**config.mk**
```make
export PLATFORM = sky130hd
export DESIGN_NAME = alu_mul_seq
export DESIGN_NICKNAME = d
export VERILOG_FILES = /design/src/rtl/alu_seq_pkg.sv /design/src/rtl/alu_port_mux.sv /design/src/rtl/alu_mul_seq.sv
export SDC_FILE = /design/constraint.sdc
export NUM_CORES = 1
export LEC_CHECK = 0
export CAP_MARGIN = 25
export CORE_MARGIN = 2
export CORE_UTILIZATION = 51
export DETAILED_ROUTE_END_ITERATION = 10
export GPL_TIMING_DRIVEN = 0
export PLACE_DENSITY = 0.89
export RECOVER_POWER = 25
export SLEW_MARGIN = 20
export SYNTH_ARGS = -nofsm -noshare
export SYNTH_HDL_FRONTEND = slang
export SYNTH_HIERARCHICAL = 1
export SYNTH_SLANG_ARGS = --single-unit
```
**constraint.sdc**
```tcl
create_clock -name clk -period 3.9 [get_ports clk]
set_input_delay 0.78 -clock clk [delete_from_list [all_inputs] [get_ports clk]]
set_output_delay 0.78 -clock clk [all_outputs]
set_load 0.005 [all_outputs]
```
**src/rtl/alu_seq_pkg.sv**
```systemverilog
`default_nettype none
// ============================================================================
//  Module      : alu_seq_pkg
//  Description : Shared types and constants for the sequential multiplier that
//                borrows the execute-stage ALU.
//                  seq_state_t : sequencer states (IDLE, ADD_LO, ADD_HI, SHIFT,
//                                DONE)
//                  OP_ALU      : ALU opcode used by all sequencer operations
//                  ALU_NAND / ALU_ADD / ALU_ADDC : ALU function codes
//                  FLAG_C      : carry bit position in the ALU flag vector
//  Revision    : 1.0  initial release
// ============================================================================
package alu_seq_pkg;

    typedef enum logic [2:0] {
        IDLE   = 3'd0,
        ADD_LO = 3'd1,
        ADD_HI = 3'd2,
        SHIFT  = 3'd3,
        DONE   = 3'd4
    } seq_state_t;

    localparam logic [2:0] OP_ALU   = 3'b000;

    localparam logic [3:0] ALU_NAND = 4'b0000;
    localparam logic [3:0] ALU_ADD  = 4'b0001;
    localparam logic [3:0] ALU_ADDC = 4'b0010;

    localparam int         FLAG_C   = 0;

endpackage : alu_seq_pkg
`default_nettype wire

```
**src/rtl/alu_port_mux.sv**
```systemverilog
`default_nettype none
// ============================================================================
//  Module      : alu_port_mux
//  Description : Combinational selector for the ALU control/operand ports.
//                Idle  : execute-stage controls pass straight through.
//                Busy  : the sequencer owns the ALU. Outside its add/addc
//                        cycles the ALU is held in bubble with neutral
//                        operands so the flag register is left alone.
//  Ports       : i_busy           sequencer owns the ALU
//                i_seq_add        sequencer is issuing an add/addc this cycle
//                i_seq_alu_op     add/addc function code from the sequencer
//                i_seq_s_1/_s_2   sequencer operands
//                i_pipe_*         execute-stage ALU controls
//                o_alu_*          controls presented to the ALU
//  Revision    : 1.0  initial release
// ============================================================================
module alu_port_mux
    import alu_seq_pkg::*;
(
    input  logic        i_busy,
    input  logic        i_seq_add,
    input  logic [3:0]  i_seq_alu_op,
    input  logic [15:0] i_seq_s_1,
    input  logic [15:0] i_seq_s_2,
    input  logic [2:0]  i_pipe_op,
    input  logic [3:0]  i_pipe_alu_op,
    input  logic [15:0] i_pipe_s_1,
    input  logic [15:0] i_pipe_s_2,
    input  logic        i_pipe_bubble,
    output logic [2:0]  o_alu_op,
    output logic [3:0]  o_alu_alu_op,
    output logic [15:0] o_alu_s_1,
    output logic [15:0] o_alu_s_2,
    output logic        o_alu_bubble
);

    always_comb begin
        o_alu_op     = i_pipe_op;
        o_alu_alu_op = i_pipe_alu_op;
        o_alu_s_1    = i_pipe_s_1;
        o_alu_s_2    = i_pipe_s_2;
        o_alu_bubble = i_pipe_bubble;

        if (i_busy) begin
            o_alu_op     = OP_ALU;
            o_alu_alu_op = i_seq_add ? i_seq_alu_op : ALU_NAND;
            o_alu_s_1    = i_seq_add ? i_seq_s_1    : 16'h0000;
            o_alu_s_2    = i_seq_add ? i_seq_s_2    : 16'h0000;
            // Only the add/addc cycles may touch the ALU flag register.
            o_alu_bubble = ~i_seq_add;
        end
    end

endmodule : alu_port_mux
`default_nettype wire

```
**src/rtl/alu_mul_seq.sv**
```systemverilog
`default_nettype none
// ============================================================================
//  Module      : alu_mul_seq
//  Description : Multi-cycle unsigned 16x16->32 shift-and-add multiplier that
//                reuses the execute-stage ALU. Each set multiplier bit costs
//                an add of the low words followed by an add-with-carry of the
//                high words; the carry between them lives in the ALU's own
//                registered flag, so no adder is instantiated here.
//                Build option ALU_MUL_EARLY_TERM_EN: finish as soon as the
//                remaining multiplier bits are all zero.
//  Parameters  : MUL_BITS  multiplier bits processed (<= 16)
//                CNT_W     bit-counter width (2**CNT_W > MUL_BITS)
//  Ports       : clk, rst_n                clock / async active-low reset
//                start_i, a_i, b_i          multiply request and operands
//                pipe_*_i                   execute-stage ALU controls
//                alu_*_o                    controls presented to the ALU
//                alu_result_i, alu_flags_i  ALU result / registered flags
//                busy_o, stall_o            sequencer active / pipeline stall
//                done_o, product_o          completion pulse / held product
//  Revision    : 1.0  initial release
// ============================================================================
module alu_mul_seq
    import alu_seq_pkg::*;
#(
    parameter int MUL_BITS = 16,
    parameter int CNT_W    = 5
) (
    input  logic        clk,
    input  logic        rst_n,
    input  logic        start_i,
    input  logic [15:0] a_i,
    input  logic [15:0] b_i,
    input  logic [2:0]  pipe_op_i,
    input  logic [3:0]  pipe_alu_op_i,
    input  logic [15:0] pipe_s_1_i,
    input  logic [15:0] pipe_s_2_i,
    input  logic        pipe_bubble_i,
    output logic [2:0]  alu_op_o,
    output logic [3:0]  alu_alu_op_o,
    output logic [15:0] alu_s_1_o,
    output logic [15:0] alu_s_2_o,
    output logic        alu_bubble_o,
    input  logic [15:0] alu_result_i,
    input  logic [3:0]  alu_flags_i,
    output logic        busy_o,
    output logic        stall_o,
    output logic        done_o,
    output logic [31:0] product_o
);

    seq_state_t         r_state;
    logic [31:0]        r_mcand;
    logic [15:0]        r_mplier;
    logic [15:0]        r_prod_lo;
    logic [15:0]        r_prod_hi;
    logic [CNT_W-1:0]   r_count;
    logic               r_done;
    logic [31:0]        r_product;

    logic [CNT_W-1:0]   w_count_nxt;
    logic [15:0]        w_mplier_shr;
    logic               w_last;
    logic               w_busy;
    logic               w_seq_add;
    logic               w_seq_hi;
    logic [3:0]         w_seq_alu_op;
    logic [15:0]        w_seq_s_1;
    logic [15:0]        w_seq_s_2;

    // The ALU feeds its carry back to itself for addc, so the flag vector
    // is not needed here; it is kept on the port list for the ALU hookup.
    logic               w_unused_flags;
    assign w_unused_flags = ^alu_flags_i;

    assign w_count_nxt  = r_count + 1'b1;
    assign w_mplier_shr = r_mplier >> 1;

`ifdef ALU_MUL_EARLY_TERM_EN
    assign w_last = (w_count_nxt == CNT_W'(MUL_BITS)) || (w_mplier_shr == 16'h0000);
`else
    assign w_last = (w_count_nxt == CNT_W'(MUL_BITS));
`endif

    assign w_busy       = (r_state != IDLE);
    assign w_seq_add    = (r_state == ADD_LO) || (r_state == ADD_HI);
    assign w_seq_hi     = (r_state == ADD_HI);
    assign w_seq_alu_op = w_seq_hi ? ALU_ADDC        : ALU_ADD;
    assign w_seq_s_1    = w_seq_hi ? r_prod_hi       : r_prod_lo;
    assign w_seq_s_2    = w_seq_hi ? r_mcand[31:16]  : r_mcand[15:0];

    always_ff @(posedge clk or negedge rst_n) begin
        if (!rst_n) begin
            r_state   <= IDLE;
            r_mcand   <= 32'h0;
            r_mplier  <= 16'h0;
            r_prod_lo <= 16'h0;
            r_prod_hi <= 16'h0;
            r_count   <= '0;
            r_done    <= 1'b0;
            r_product <= 32'h0;
        end else begin
            r_done <= 1'b0;
            case (r_state)
                IDLE: begin
                    if (start_i) begin
                        r_mcand   <= {16'h0000, a_i};
                        r_mplier  <= b_i;
                        r_prod_lo <= 16'h0;
                        r_prod_hi <= 16'h0;
                        r_count   <= '0;
                        r_state   <= b_i[0] ? ADD_LO : SHIFT;
                    end
                end
                ADD_LO: begin
                    r_prod_lo <= alu_result_i;
                    r_state   <= ADD_HI;
                end
                ADD_HI: begin
                    r_prod_hi <= alu_result_i;
                    r_state   <= SHIFT;
                end
                SHIFT: begin
                    r_mcand  <= r_mcand << 1;
                    r_mplier <= w_mplier_shr;
                    r_count  <= w_count_nxt;
                    if (w_last) begin
                        // Product and done land on the same edge.
                        r_product <= {r_prod_hi, r_prod_lo};
                        r_done    <= 1'b1;
                        r_state   <= DONE;
                    end else begin
                        r_state <= w_mplier_shr[0] ? ADD_LO : SHIFT;
                    end
                end
                DONE: begin
                    // start_i is deliberately not sampled here.
                    r_state <= IDLE;
                end
                default: begin
                    r_state <= IDLE;
                end
            endcase
        end
    end

    alu_port_mux u_alu_port_mux (
        .i_busy        (w_busy),
        .i_seq_add     (w_seq_add),
        .i_seq_alu_op  (w_seq_alu_op),
        .i_seq_s_1     (w_seq_s_1),
        .i_seq_s_2     (w_seq_s_2),
        .i_pipe_op     (pipe_op_i),
        .i_pipe_alu_op (pipe_alu_op_i),
        .i_pipe_s_1    (pipe_s_1_i),
        .i_pipe_s_2    (pipe_s_2_i),
        .i_pipe_bubble (pipe_bubble_i),
        .o_alu_op      (alu_op_o),
        .o_alu_alu_op  (alu_alu_op_o),
        .o_alu_s_1     (alu_s_1_o),
        .o_alu_s_2     (alu_s_2_o),
        .o_alu_bubble  (alu_bubble_o)
    );

    assign busy_o    = w_busy;
    assign stall_o   = w_busy;
    assign done_o    = r_done;
    assign product_o = r_product;

endmodule : alu_mul_seq
`default_nettype wire
```
# Word-level counts from Yosys, hierarchy flattened
# Index checks and enable logic that the tools add are counted.
[totals] ff_bits=121 in_bits=95
[op_classes] n_addsub=1 n_eq_ne=5 muxes=27 bitwise_logic=1 n_reduce_logical=10
[ops] operator="2-to-1 mux 16 bit" count=8
[ops] operator="one-hot mux 16 bit (2 select lines)" count=3
[ops] operator="one-hot mux 32 bit (2 select lines)" count=1
[ops] operator="2-to-1 mux 32 bit" count=1
[ops] operator="one-hot mux 3 bit (4 select lines)" count=1
[ops] operator="one-hot mux 5 bit (2 select lines)" count=1
[ops] operator="2-to-1 mux 3 bit" count=3
[ops] operator="2-to-1 mux 2 bit" count=4
[ops] operator="AND reduction 2 bit" count=4
[ops] operator="equality test 3 x 2 -> 1 bit (second input constant)" count=2
[ops] operator="nonzero test 2 bit" count=3
[ops] operator="adder 5 x 1 -> 5 bit (second input constant)" count=1
[ops] operator="equality test 5 bit (second input constant)" count=1
[ops] operator="2-to-1 mux 5 bit" count=1
[ops] operator="2-to-1 mux 4 bit" count=1
[ops] operator="equality test 3 x 1 -> 1 bit (second input constant)" count=1
[ops] operator="zero test 3 bit" count=1
[ops] operator="2-to-1 mux 1 bit" count=3
[ops] operator="nonzero test 3 bit" count=1
[ops] operator="!= test 2 bit (second input constant)" count=1
[ops] operator="logical OR 1 bit" count=1
[ops] operator="inverter 1 bit" count=1

# Depth between registers and ports, before layout
[depth] ltp_word=4 mapped_depth=9 depth_no_buf=5

# Modules after synthesis
# The synthesis kept the hierarchy.
[modules_own_cells] module="alu_mul_seq" n_inst=1 cells_per_inst=401 area_per_inst_um2=5098.6 seq_area_each_um2=3002.9
[modules_own_cells] module="alu_port_mux" n_inst=1 cells_per_inst=52 area_per_inst_um2=461.7 seq_area_each_um2=0.0

# Worst setup path after synthesis
# OpenSTA, ideal clock, no wires.
[synth_path] path_type="register -> output" from="register r_state[0]" to="output port alu_alu_op_o[0]" arrival_ns=1.813 required_time_ns=3.120 setup_slack_ns=1.307 path_stages_with_launch=10 path_cell_list="dfrtp_1 -> buf_2 -> inv_1 -> nor3_4 -> clkbuf_1 -> or2_2 -> and2_4 -> buf_12 -> buf_12 -> a22o_1"
[synth_via] elab_chain_cells=4 elab_cells_between_ends=7
[synth_lines] item="from (decl)" line="alu_mul_seq.sv:51" source="seq_state_t r_state;"
[synth_lines] item="from (signal assigned)" line="alu_mul_seq.sv:111" source="r_state <= b_i[0] ? ADD_LO : SHIFT;"
[synth_lines] item="from (signal assigned)" line="alu_mul_seq.sv:132" source="r_state <= w_mplier_shr[0] ? ADD_LO : SHIFT;"
[synth_lines] item="equality test 3 x 1 -> 1 bit or equality test 3 x 2 -> 1 bit (tied branches)" line="alu_mul_seq.sv:85" source="assign w_seq_add = (r_state == ADD_LO) || (r_state == ADD_HI);"
[synth_lines] item="logical OR 1 bit *" line="alu_mul_seq.sv:85"
[synth_lines] item="net w_seq_add" line="alu_mul_seq.sv:64" source="logic w_seq_add;"
[synth_lines] item="2-to-1 mux 2 bit *" line="alu_port_mux.sv:46" source="o_alu_alu_op = i_seq_add ? i_seq_alu_op : ALU_NAND;"
[synth_lines] item="2-to-1 mux 4 bit *" line="alu_port_mux.sv:44" source="if (i_busy) begin"
[synth_lines] item="to (decl)" line="alu_mul_seq.sv:39" source="output logic [3:0] alu_alu_op_o,"
# Mark *: on every way through the listed nets, which the timed path passes. The rest lies on a longest branch.

# Final worst setup path
[layout_path] from="register r_state[0]" to="output port alu_s_2_o[13]"
[layout_via] elab_chain_cells=4 elab_cells_between_ends=7
[layout_lines] item="equality test 3 x 1 -> 1 bit or equality test 3 x 2 -> 1 bit (tied branches)" line="alu_mul_seq.sv:85"
[layout_lines] item="logical OR 1 bit *" line="alu_mul_seq.sv:85"
[layout_lines] item="net w_seq_add" line="alu_mul_seq.sv:64"
[layout_lines] item="2-to-1 mux 16 bit *" line="alu_port_mux.sv:48" source="o_alu_s_2 = i_seq_add ? i_seq_s_2 : 16'h0000;"
[layout_lines] item="2-to-1 mux 16 bit *" line="alu_port_mux.sv:44"
[layout_lines] item="to (decl)" line="alu_mul_seq.sv:41" source="output logic [15:0] alu_s_2_o,"
# Marked as above.

==> results.toml <==
[status]
status = "finished with violations"
violations = "max-capacitance violations, max-slew violations"

[place]
dpl.hpwl_um = 10980
dp_cells = 760
portBuffers = 165
routabilityCongestion = 0.8532
postPlaceCellArea_mm2 = 0.007420
place_ws_ps = 352.8

[synthesis]
synth_edf_count = 0
synthArstFlopShare = 1.000
postSynthAreaPerCell_um2 = 12.27
synth_top_area_frac = 0.5401
synth_cell_types = 42
synth_xor_area_frac = 0.003150
synthCells = 453
synth_compound_area_frac = 0.1832
synth-seq-cells = 120
synth_ff_type = "dfrtp_1"
yosys.area.top_type = "dfrtp_1"
ys.warnings.count = 6
post-synth-top-count-cell = "dfrtp_1"
yosys-top-cells-area = "dfrtp_1 54%, a22o_1 14%, mux2_2 12%"
synth_area_mm2 = 0.005560
synth_fa_ha_area_frac = 0.002250
synth-simple-area-share = 0.08528
ys_seq_area_frac = 0.5401
synth_top_family_by_area = "compound AO/OA/AOI/OAI gates"
muxShareOfSynthArea = 0.1316
synthTopCellsByCount = "120 x dfrtp_1, 86 x a22o_1, 61 x mux2_2"

[setup_path]
start_kind = "flop"
cp.required_ps = 3120
crit_type = "reg2out"
worstPathMaxFanout = 10
worst_path_max_delay_cell = "clkdlybuf4s50_1"
arrival_ps = 2990
path_buf_inv = 6
cp_top_family = "buffers and inverters"
cp_cell_sequence = "buf_2, inv_1, nor3_4, buf_2, or2_2, and2_4, buf_12, buf_12, a22o_1, clkdlybuf4s50_1"
worst_setup_path_end_kind = "output pin"
worst_path_largest_cell_delay_ps = 510

[global_route]
overflow = 0
grt_first_pass_wirelength_um = 25470
grt_max_degree = 68
grt_pass1_vias = 4711
grt_use_total = 0.2888
antenna_found_initial = 0

[timing]
final-hold-violation-count = 0
fmax_ghz = 0.2652
period_share = 0.9670
rsz0062_at_grt = "false"
fin_ws_ps = 128.7
maxSlewViolCount = 54
setup_viol = 0
finalCriticalPeriod_ps = 3771
worst_pin_slew_ps = 2978
fin_skew_ps = 16.17
max_slew_margin = -0.9855

[final_layout]
finalCoreUtilization = 0.7484
fin_nets = 737
final_layout_size_suffix_gt1_frac = 0.2125
n_antenna_cell = 0
final_cells = 794
design_area_mm2 = 0.008041
area_growth_pct = 44.62

[die]
io_pins = 170
num_rows = 38
initial_core_util = 0.5175
die_x_um = 108.4
die_y_um = 108.4
coreArea_mm2 = 0.01075
die-area_mm2 = 0.01175

[power]
p_seq_frac = 0.307
combPwrFrac = 0.460
power_density_mw_per_mm2 = 843.5
swShare = 0.3419
ir_worst_vdd_mv = 0.4343
power.share.clock = 0.233
p_sw_mw = 2.319
p_leak_nw = 3.623
p_int_mw = 4.464

[job]
maxCapViolations = 1

[clocking]
cts_sinks = 120
h-tree-depth = 4
cts_buffers = 17
clk_latency_ps = 520
clk_pin_slew_ps = 60
clockBufferDepth = 2
tritoncts = "done"
hold_buffers = 0
clock-root-buffer = "clkbuf_8"

[route]
drcViolationCount = 0
drtAntennaViolNets = 0
drt-total-wl_um = 16180
via_count = 4670
drt_iter0_drc = 323
vias_per_cell = 5.882
routedWlPerCell_um = 20.38
dr.pass1.iters = 5

[min_path]
hold_path.class = "reg2reg"
==> through the flow <==
step	setup TNS [ps]	power, mW	hold WS [ps]
after floorplan	0	3.798	460.4
final	0	6.783	494.6
after global routing	0	7.157	510.3
after detailed placement	0	5.093	478.6
after global placement	-268980	4.968	480.5
after CTS	0	6.771	220.7
==> flip-flops by register name, indices dropped and copies added, names as in the netlist <==
register   flops
product_o     32
r_mcand       32
r_prod_hi     16
r_prod_lo     16
r_mplier      15
r_count        5
r_state        3
done_o         1
==> power by group through the flow <==
stage               logic, mW  clock network (mW)  registers [mW]
floorplan                1.83                   0            1.96
global placement         2.93                   0            2.04
detailed placement       3.02                   0            2.07
CTS                      3.10                1.61            2.07
global route             3.35                1.68            2.13
finish                   3.12                1.58            2.08
==> cells in the final DEF, fill, tap and decap left out, types with 2 or more instances in the layout <==
master	netlist	layout
clkbuf_16	0	16
dfrtp_1	120	120
nor3_1	2	2
bufinv_16	0	3
nand3_1	3	3
mux2_2	61	61
nor2_1	54	54
clkdlybuf4s50_1	0	164
buf_2	16	16
conb_1	1	2
a22o_1	86	86
xor2_1	2	2
o21ai_0	7	7
buf_12	4	4
nand2_1	19	19
a31oi_1	7	7
clkbuf_1	7	9
inv_1	5	5
o22ai_1	22	22
mux2_4	3	3
buf_4	3	5
and2b_1	3	3
buf_6	6	6
clkinv_2	0	2
inv_6	0	2
clkbuf_8	0	4
clkinvlp_4	0	2
==> routing by layer <==
layer  track usage  vias to the layer above  routed length, um
met2        0.4737                      244               8054
met5             0                        -                  0
met1        0.3669                     2342               6628
met3       0.07474                       27               1218
met4        0.1145                        0                282
li1              -                     2057                  -
==> area by class of cell <==
class                   count  area [um^2]
plain buffers              36        280.3
clock buffers              22        462.9
clock inverters            10        141.4
fillers                   674         2704
inverters                   6        22.52
multi-input cells         292         2268
flip-flops and latches    120         3003
well taps                 140        175.2
repair buffers            168         1688
==> logic make-up (layout without fill, tap and decap cells) <==
group | Yosys count | in the layout
buffers and inverters | 42 | 242
adders and majority gates | 1 | 1
xor gates and xnor gates | 2 | 2
DFF | 120 | 120
muxes | 64 | 64
other | 1 | 2
and+or+nand+nor | 96 | 96
AOI/OAI and AO/OA | 127 | 127
==> final timing paths <==
path,from,to,slack [ps],cells past startpoint
setup / recovery,r_state[0],alu_s_2_o[13],130,10
hold / removal,r_mcand[31],r_mcand[31],490,1
setup reg to reg,r_state[0],r_prod_lo[10],1920,7
hold reg to reg,r_mcand[31],r_mcand[31],490,1
max in group asynchronous,rst_n,product_o[24],990,1
min in group asynchronous,rst_n,product_o[3],1220,1
==> timing repair <==
item,4_1_cts,5_1_grt
setup endpoints to repair,34,28
pin swaps,1,1
gates resized for setup,2,2
setup buffers,1,1
cloned,0,0
(Power assumes the default switching activity.)
